### config.mk
export PLATFORM = sky130hd
export DESIGN_NAME = interrupt_exception_sequencer_flat
export DESIGN_NICKNAME = d
export VERILOG_FILES = /design/src/rtl/interrupt_exception_sequencer_pkg.sv /design/src/rtl/interrupt_exception_sequencer_if.sv /design/src/rtl/interrupt_exception_sequencer_mem_port.sv /design/src/rtl/interrupt_exception_sequencer.sv /design/src/flat_wrapper.sv
export SDC_FILE = /design/constraint.sdc
export NUM_CORES = 1
export LEC_CHECK = 0
export CAP_MARGIN = 40
export CORE_MARGIN = 2
export CORE_UTILIZATION = 25
export DETAILED_ROUTE_END_ITERATION = 16
export GPL_ROUTABILITY_DRIVEN = 0
export HOLD_SLACK_MARGIN = 0.1
export PLACE_DENSITY_LB_ADDON = 0.12
export SLEW_MARGIN = 5
export SYNTH_ARGS = -nofsm -noshare
export SYNTH_HDL_FRONTEND = slang
export SYNTH_HIERARCHICAL = 1
export SYNTH_SLANG_ARGS = --single-unit
### constraint.sdc
create_clock -name clk -period 10.4 [get_ports clk]
set_clock_uncertainty 0.2 [all_clocks]
set_input_delay 2.6 -clock clk [delete_from_list [all_inputs] [get_ports clk]]
set_output_delay 2.6 -clock clk [all_outputs]
set_load 0.005 [all_outputs]
### src/rtl/interrupt_exception_sequencer_pkg.sv
// Shared types and constants for the interrupt exception sequencer.
package interrupt_pkg;

    typedef enum logic [2:0] {
        IDLE,
        WAIT_BND,
        ACK,
        WAIT_VEC,
        PUSH_PC,
        PUSH_CCR,
        FETCH_VEC,
        LOAD
    } int_seq_state_e;

    localparam int         CCR_I_BIT       = 7;
    localparam int         EXR_T_BIT       = 7;
    localparam logic [2:0] NMI_PRIORITY    = 3'd7;
    localparam int         VEC_ENTRY_SHIFT = 2;

    // Mode 2 raises the EXR mask to the accepted level and clears trace.
    function automatic logic [7:0] exr_update(input logic [7:0] exr, input logic mode2,
                                              input logic nmi, input logic [2:0] prio);
        logic [7:0] r;
        r = exr;
        if (mode2) begin
            r[EXR_T_BIT] = 1'b0;
            r[2:0]       = nmi ? NMI_PRIORITY : prio;
        end
        return r;
    endfunction

endpackage

### src/rtl/interrupt_exception_sequencer_if.sv
// Memory bus between the sequencer (master) and the CPU stack/fetch path (slave).
interface interrupt_exception_sequencer_if #(
    parameter int ADDR_W = 24,
    parameter int DATA_W = 32
);
    logic              mem_req;
    logic              mem_we;
    logic [ADDR_W-1:0] mem_addr;
    logic [DATA_W-1:0] mem_wdata;
    logic [DATA_W-1:0] mem_rdata;
    logic              mem_ack;

    modport master (output mem_req, mem_we, mem_addr, mem_wdata, input mem_rdata, mem_ack);
    modport slave  (input mem_req, mem_we, mem_addr, mem_wdata, output mem_rdata, mem_ack);
endinterface

### src/rtl/interrupt_exception_sequencer_mem_port.sv
// Request/ack holding register: keeps the bus stable until the slave acks.
module int_mem_port #(
    parameter int ADDR_W = 24,
    parameter int DATA_W = 32
) (
    input  logic              clk,
    input  logic              rst,
    input  logic              issue,
    input  logic              issue_we,
    input  logic [ADDR_W-1:0] issue_addr,
    input  logic [DATA_W-1:0] issue_wdata,
    output logic              done,
    output logic [DATA_W-1:0] rdata,
    interrupt_exception_sequencer_if.master mem
);

    // A new issue on the ack cycle chains the next access without a gap.
    always_ff @(posedge clk) begin
        if (rst) begin
            mem.mem_req   <= 1'b0;
            mem.mem_we    <= 1'b0;
            mem.mem_addr  <= '0;
            mem.mem_wdata <= '0;
        end else if (issue) begin
            mem.mem_req   <= 1'b1;
            mem.mem_we    <= issue_we;
            mem.mem_addr  <= issue_addr;
            mem.mem_wdata <= issue_wdata;
        end else if (mem.mem_req && mem.mem_ack) begin
            mem.mem_req   <= 1'b0;
        end
    end

    assign done  = mem.mem_req & mem.mem_ack;
    assign rdata = mem.mem_rdata;

endmodule

### src/rtl/interrupt_exception_sequencer.sv
// Interrupt entry sequencer: acknowledge, stack PC and CCR/EXR, fetch vector, load core.
module interrupt_exception_sequencer
    import interrupt_pkg::*;
#(
    parameter int              ADDR_W      = 24,
    parameter int              DATA_W      = 32,
    parameter logic [ADDR_W-1:0] VEC_BASE  = 24'h000000,
    parameter int              ACK_TIMEOUT = 15
) (
    input  logic              clk,
    input  logic              rst,
    input  logic              interrupt_request,
    input  logic              NMI_req,
    input  logic              INTM1,
    input  logic              instr_boundary,
    output logic              int_ack,
    input  logic              vector_valid,
    input  logic [7:0]        vector_num,
    input  logic [2:0]        vector_priority,
    input  logic [ADDR_W-1:0] pc_in,
    input  logic [ADDR_W-1:0] sp_in,
    input  logic [7:0]        ccr_in,
    input  logic [7:0]        exr_in,
    output logic              core_stall,
    output logic              pc_load,
    output logic [ADDR_W-1:0] new_pc,
    output logic [ADDR_W-1:0] new_sp,
    output logic [7:0]        new_ccr,
    output logic [7:0]        new_exr,
    output logic              spurious,
    interrupt_exception_sequencer_if.master mem
);

    localparam int CNT_W = $clog2(ACK_TIMEOUT + 1);

    int_seq_state_e   state, next_state;
    logic [CNT_W-1:0] cnt;
    logic             timeout;
    logic [ADDR_W-1:0] pc_q, sp_q;
    logic [7:0]       ccr_q, exr_q, vec_q;
    logic [2:0]       prio_q;
    logic             nmi_q;
    logic             issue, issue_we, done;
    logic [ADDR_W-1:0] issue_addr;
    logic [DATA_W-1:0] issue_wdata, rdata;
    logic             rdata_unused;

    assign timeout      = (cnt == CNT_W'(ACK_TIMEOUT));
    assign rdata_unused = ^rdata[DATA_W-1:ADDR_W];

    always_ff @(posedge clk) begin
        if (rst) state <= IDLE;
        else     state <= next_state;
    end

    always_comb begin
        next_state  = state;
        issue       = 1'b0;
        issue_we    = 1'b0;
        issue_addr  = '0;
        issue_wdata = '0;
        int_ack     = (state == ACK);
        pc_load     = (state == LOAD);
        core_stall  = (state != IDLE) && (state != WAIT_BND);
        spurious    = 1'b0;
        case (state)
            IDLE:      if (interrupt_request) next_state = WAIT_BND;
            WAIT_BND: begin
                if (!interrupt_request)  next_state = IDLE;
                else if (instr_boundary) next_state = ACK;
            end
            ACK:       next_state = WAIT_VEC;
            WAIT_VEC: begin
                if (vector_valid) begin
                    next_state  = PUSH_PC;
                    issue       = 1'b1;
                    issue_we    = 1'b1;
                    issue_addr  = sp_q - ADDR_W'(4);
                    issue_wdata = DATA_W'(pc_q);
                end else if (timeout) begin
                    next_state = IDLE;
                    spurious   = 1'b1;
                end
            end
            PUSH_PC: if (done) begin
                next_state  = PUSH_CCR;
                issue       = 1'b1;
                issue_we    = 1'b1;
                issue_addr  = sp_q - ADDR_W'(8);
                issue_wdata = DATA_W'({exr_q, ccr_q});
            end
            PUSH_CCR: if (done) begin
                next_state = FETCH_VEC;
                issue      = 1'b1;
                issue_addr = VEC_BASE + (ADDR_W'(vec_q) << VEC_ENTRY_SHIFT);
            end
            FETCH_VEC: if (done) next_state = LOAD;
            LOAD:      next_state = IDLE;
            default:   next_state = IDLE;
        endcase
    end

    // Timeout counter and core-facing results are control-visible, so they reset.
    always_ff @(posedge clk) begin
        if (rst) begin
            cnt     <= '0;
            new_pc  <= '0;
            new_sp  <= '0;
            new_ccr <= '0;
            new_exr <= '0;
        end else begin
            if (state == ACK)                        cnt <= '0;
            else if (state == WAIT_VEC && !vector_valid) cnt <= cnt + 1'b1;
            if (state == FETCH_VEC && done) begin
                new_pc  <= rdata[ADDR_W-1:0];
                new_sp  <= sp_q - ADDR_W'(8);
                new_ccr <= ccr_q | (8'h01 << CCR_I_BIT);
                new_exr <= exr_update(exr_q, INTM1, nmi_q, prio_q);
            end
        end
    end

    always_ff @(posedge clk) begin
        if (state == WAIT_BND && interrupt_request && instr_boundary) begin
            pc_q  <= pc_in;
            sp_q  <= sp_in;
            ccr_q <= ccr_in;
            exr_q <= exr_in;
            nmi_q <= NMI_req;
        end
        if (state == WAIT_VEC && vector_valid) begin
            vec_q  <= vector_num;
            prio_q <= vector_priority;
        end
    end

    int_mem_port #(.ADDR_W(ADDR_W), .DATA_W(DATA_W)) u_mem_port (
        .clk         (clk),
        .rst         (rst),
        .issue       (issue),
        .issue_we    (issue_we),
        .issue_addr  (issue_addr),
        .issue_wdata (issue_wdata),
        .done        (done),
        .rdata       (rdata),
        .mem         (mem)
    );

endmodule

### src/flat_wrapper.sv
// flat-port wrapper written by rule: the top's interface ports become plain ports
module interrupt_exception_sequencer_flat import interrupt_pkg::*;
#(
    parameter int              ADDR_W      = 24,
    parameter int              DATA_W      = 32,
    parameter logic [ADDR_W-1:0] VEC_BASE  = 24'h000000,
    parameter int              ACK_TIMEOUT = 15
)
  (clk, rst, interrupt_request, NMI_req, INTM1, instr_boundary, int_ack, vector_valid, vector_num, vector_priority, pc_in, sp_in, ccr_in, exr_in, core_stall, pc_load, new_pc, new_sp, new_ccr, new_exr, spurious, mem_mem_req, mem_mem_we, mem_mem_addr, mem_mem_wdata, mem_mem_rdata, mem_mem_ack);
  interrupt_exception_sequencer_if #(.ADDR_W(ADDR_W), .DATA_W(DATA_W)) mem_i ();
  input  logic clk;
  input  logic rst;
  input  logic interrupt_request;
  input  logic NMI_req;
  input  logic INTM1;
  input  logic instr_boundary;
  output logic int_ack;
  input  logic vector_valid;
  input  logic [7:0] vector_num;
  input  logic [2:0] vector_priority;
  input  logic [ADDR_W-1:0] pc_in;
  input  logic [ADDR_W-1:0] sp_in;
  input  logic [7:0] ccr_in;
  input  logic [7:0] exr_in;
  output logic core_stall;
  output logic pc_load;
  output logic [ADDR_W-1:0] new_pc;
  output logic [ADDR_W-1:0] new_sp;
  output logic [7:0] new_ccr;
  output logic [7:0] new_exr;
  output logic spurious;
  output wire logic [$bits(mem_i.mem_req)-1:0] mem_mem_req;
  output wire logic [$bits(mem_i.mem_we)-1:0] mem_mem_we;
  output wire logic [$bits(mem_i.mem_addr)-1:0] mem_mem_addr;
  output wire logic [$bits(mem_i.mem_wdata)-1:0] mem_mem_wdata;
  input wire logic [$bits(mem_i.mem_rdata)-1:0] mem_mem_rdata;
  input wire logic [$bits(mem_i.mem_ack)-1:0] mem_mem_ack;
  assign mem_mem_req = mem_i.mem_req;
  assign mem_mem_we = mem_i.mem_we;
  assign mem_mem_addr = mem_i.mem_addr;
  assign mem_mem_wdata = mem_i.mem_wdata;
  assign mem_i.mem_rdata = mem_mem_rdata;
  assign mem_i.mem_ack = mem_mem_ack;
  interrupt_exception_sequencer #(.ADDR_W(ADDR_W), .DATA_W(DATA_W), .VEC_BASE(VEC_BASE), .ACK_TIMEOUT(ACK_TIMEOUT)) u_core (.clk(clk), .rst(rst), .interrupt_request(interrupt_request), .NMI_req(NMI_req), .INTM1(INTM1), .instr_boundary(instr_boundary), .int_ack(int_ack), .vector_valid(vector_valid), .vector_num(vector_num), .vector_priority(vector_priority), .pc_in(pc_in), .sp_in(sp_in), .ccr_in(ccr_in), .exr_in(exr_in), .core_stall(core_stall), .pc_load(pc_load), .new_pc(new_pc), .new_sp(new_sp), .new_ccr(new_ccr), .new_exr(new_exr), .spurious(spurious), .mem(mem_i));
endmodule
==> run metrics <==
via count=6582; Die Ht=188 µm; # Max-Cap Violations=0; TritonCTS clock tree=done; detailed-placement wirelength estimate=17400 µm; initial core utilization=25.3%; Worst Setup Path Type=input pin to output pin; Core Rows=67; final worst-path cycle share=70.0%; Worst R2R Path Depth=8; 1st-iter DRT viols=440; Slew Viols, Final=0; worst path arrival time=4.48 ns; total wire length=26100 µm; port buffer count=232; final core occ=35.4%; # nets final=1121; pre-CTS setup slack=3.15 ns; vias per inst=4.48; clk buf depth=3; cts hold-fix bufs=0; DRT Pass-1 Iters=5; Max H-tree Level=1; Syn Std Cell Area=8440 µm²; grt ovf=0; post-layout min period=7.28 ns; area grow syn2layout=40.0%; Tightest Pin Transition=0.842 ns; PnR Total Power=1.78 mW; number of global-route vias before repair=6355; DRT antenna net count=0; Power Density=150 nW/µm²; GRT Overall Usage=14.4%; CTS sink cnt=205; final number of hold-violating endpoints=0; core area=33400 µm²; Ys Warns=6; largest net degree at the start of global routing=50; total CTS buffers=25; fraction of layout cells with a size suffix above 1=5.69%; Setup Buffers After CTS=0; most frequent cells in the layout=clkdlybuf4s50_1, dfxtp_1, nor2_1; Setup TNS=0 ns; Worst Slack Setup Final=3.12 ns; CP max FO=5; post-route DRC violation count=0; WL/cell=17.8 µm; # setup viols final=0; Filler Cells Inserted=3472; first-pass GRT wire length=39400 µm; die width=188 µm; status=finished clean; hold crit path type=flop to flop; FMAX=137 MHz; CTS clk-pin slew, worst paths=0.05 ns; CP endpoint kind=output pin; Lkg Pwr=3.78 nW; Startpoint Class=input pin; Skew-Pair Late Insertion Delay=0.52 ns; Slew HR=43.8%; Worst EP required=7.60 ns; RSZ-0062 raised after global routing=no; I/O Pins=241; initial antenna violation count=1; hold path cells=2; most common cell after layout, fill and taps aside=clkdlybuf4s50_1; CTS root buffer=clkbuf_16; PostCTS Resize Cnt=0; die area=35300 µm²; DP Area=11000 µm²; Mean Syn Cell Area=10.5 µm²; VDD IR max=0.106 mV; cell area after layout=11800 µm²; post-synthesis cell count=802
[metrics by stage]
step,cells,hold WS [ns]
final,1469,0.254
after detailed placement,1424,0.247
after global routing,1468,0.270
after global placement,1420,0.241
after CTS,1468,0.255
after floorplan,809,0.248
[critical path, stage by stage]
cell             delay [ns]
clkdlybuf4s50_1        0.44
nor4bb_1               0.71
and2_1                 0.22
clkdlybuf4s50_1        0.50
[where the power goes]
group	internal (mW)	total (mW)	switching [mW]
clock network	0.496	0.827	0.330
registers	0.847	0.861	0.0142
logic	0.0521	0.0907	0.0385
[state kept, by name, summed over array words and instances, names as in the netlist, 24 cells and up]
name / flops
u_core/u_mem_port/mem.mem_addr: 24
u_core/new_sp: 24
u_core/sp_q: 24
u_core/pc_q: 24
u_core/new_pc: 24
u_core/u_mem_port/mem.mem_wdata: 32
[layout make-up]
type | count | area (µm²) | share of cell area, %
Sequential cell | 205 | 4860 | 41.2
Multi-Input combinational cell | 520 | 3160 | 26.7
Timing Repair Buffer | 245 | 2440 | 20.7
Clock buffer | 35 | 673 | 5.70
Tap cell | 448 | 561 | 4.74
Clock inverter | 9 | 91.3 | 0.773
Inverter | 6 | 22.5 | 0.191
Antenna cell | 1 | 2.50 | 0.0212
[path summary, 6_finish.rpt]
kind	startpoint	to	slack (ns)
worst max register to register	u_core/sp_q[3]	u_core/u_mem_port/mem.mem_addr[23]	7.22
worst min register to register	u_core/new_pc[8]	u_core/new_pc[8]	0.25
worst min-delay path	u_core/new_pc[8]	u_core/new_pc[8]	0.25
worst max-delay path	vector_valid	spurious	3.12
[metal layers]
layer	up-vias	track usage (%)	wire length, µm
met3	35	3.86	2010
met1	3104	20.0	12200
met5	-	0	0
met4	0	3.66	576
met2	198	22.3	11400
li1	3245	-	-
Note: power is estimated with default switching activity, not from simulation.
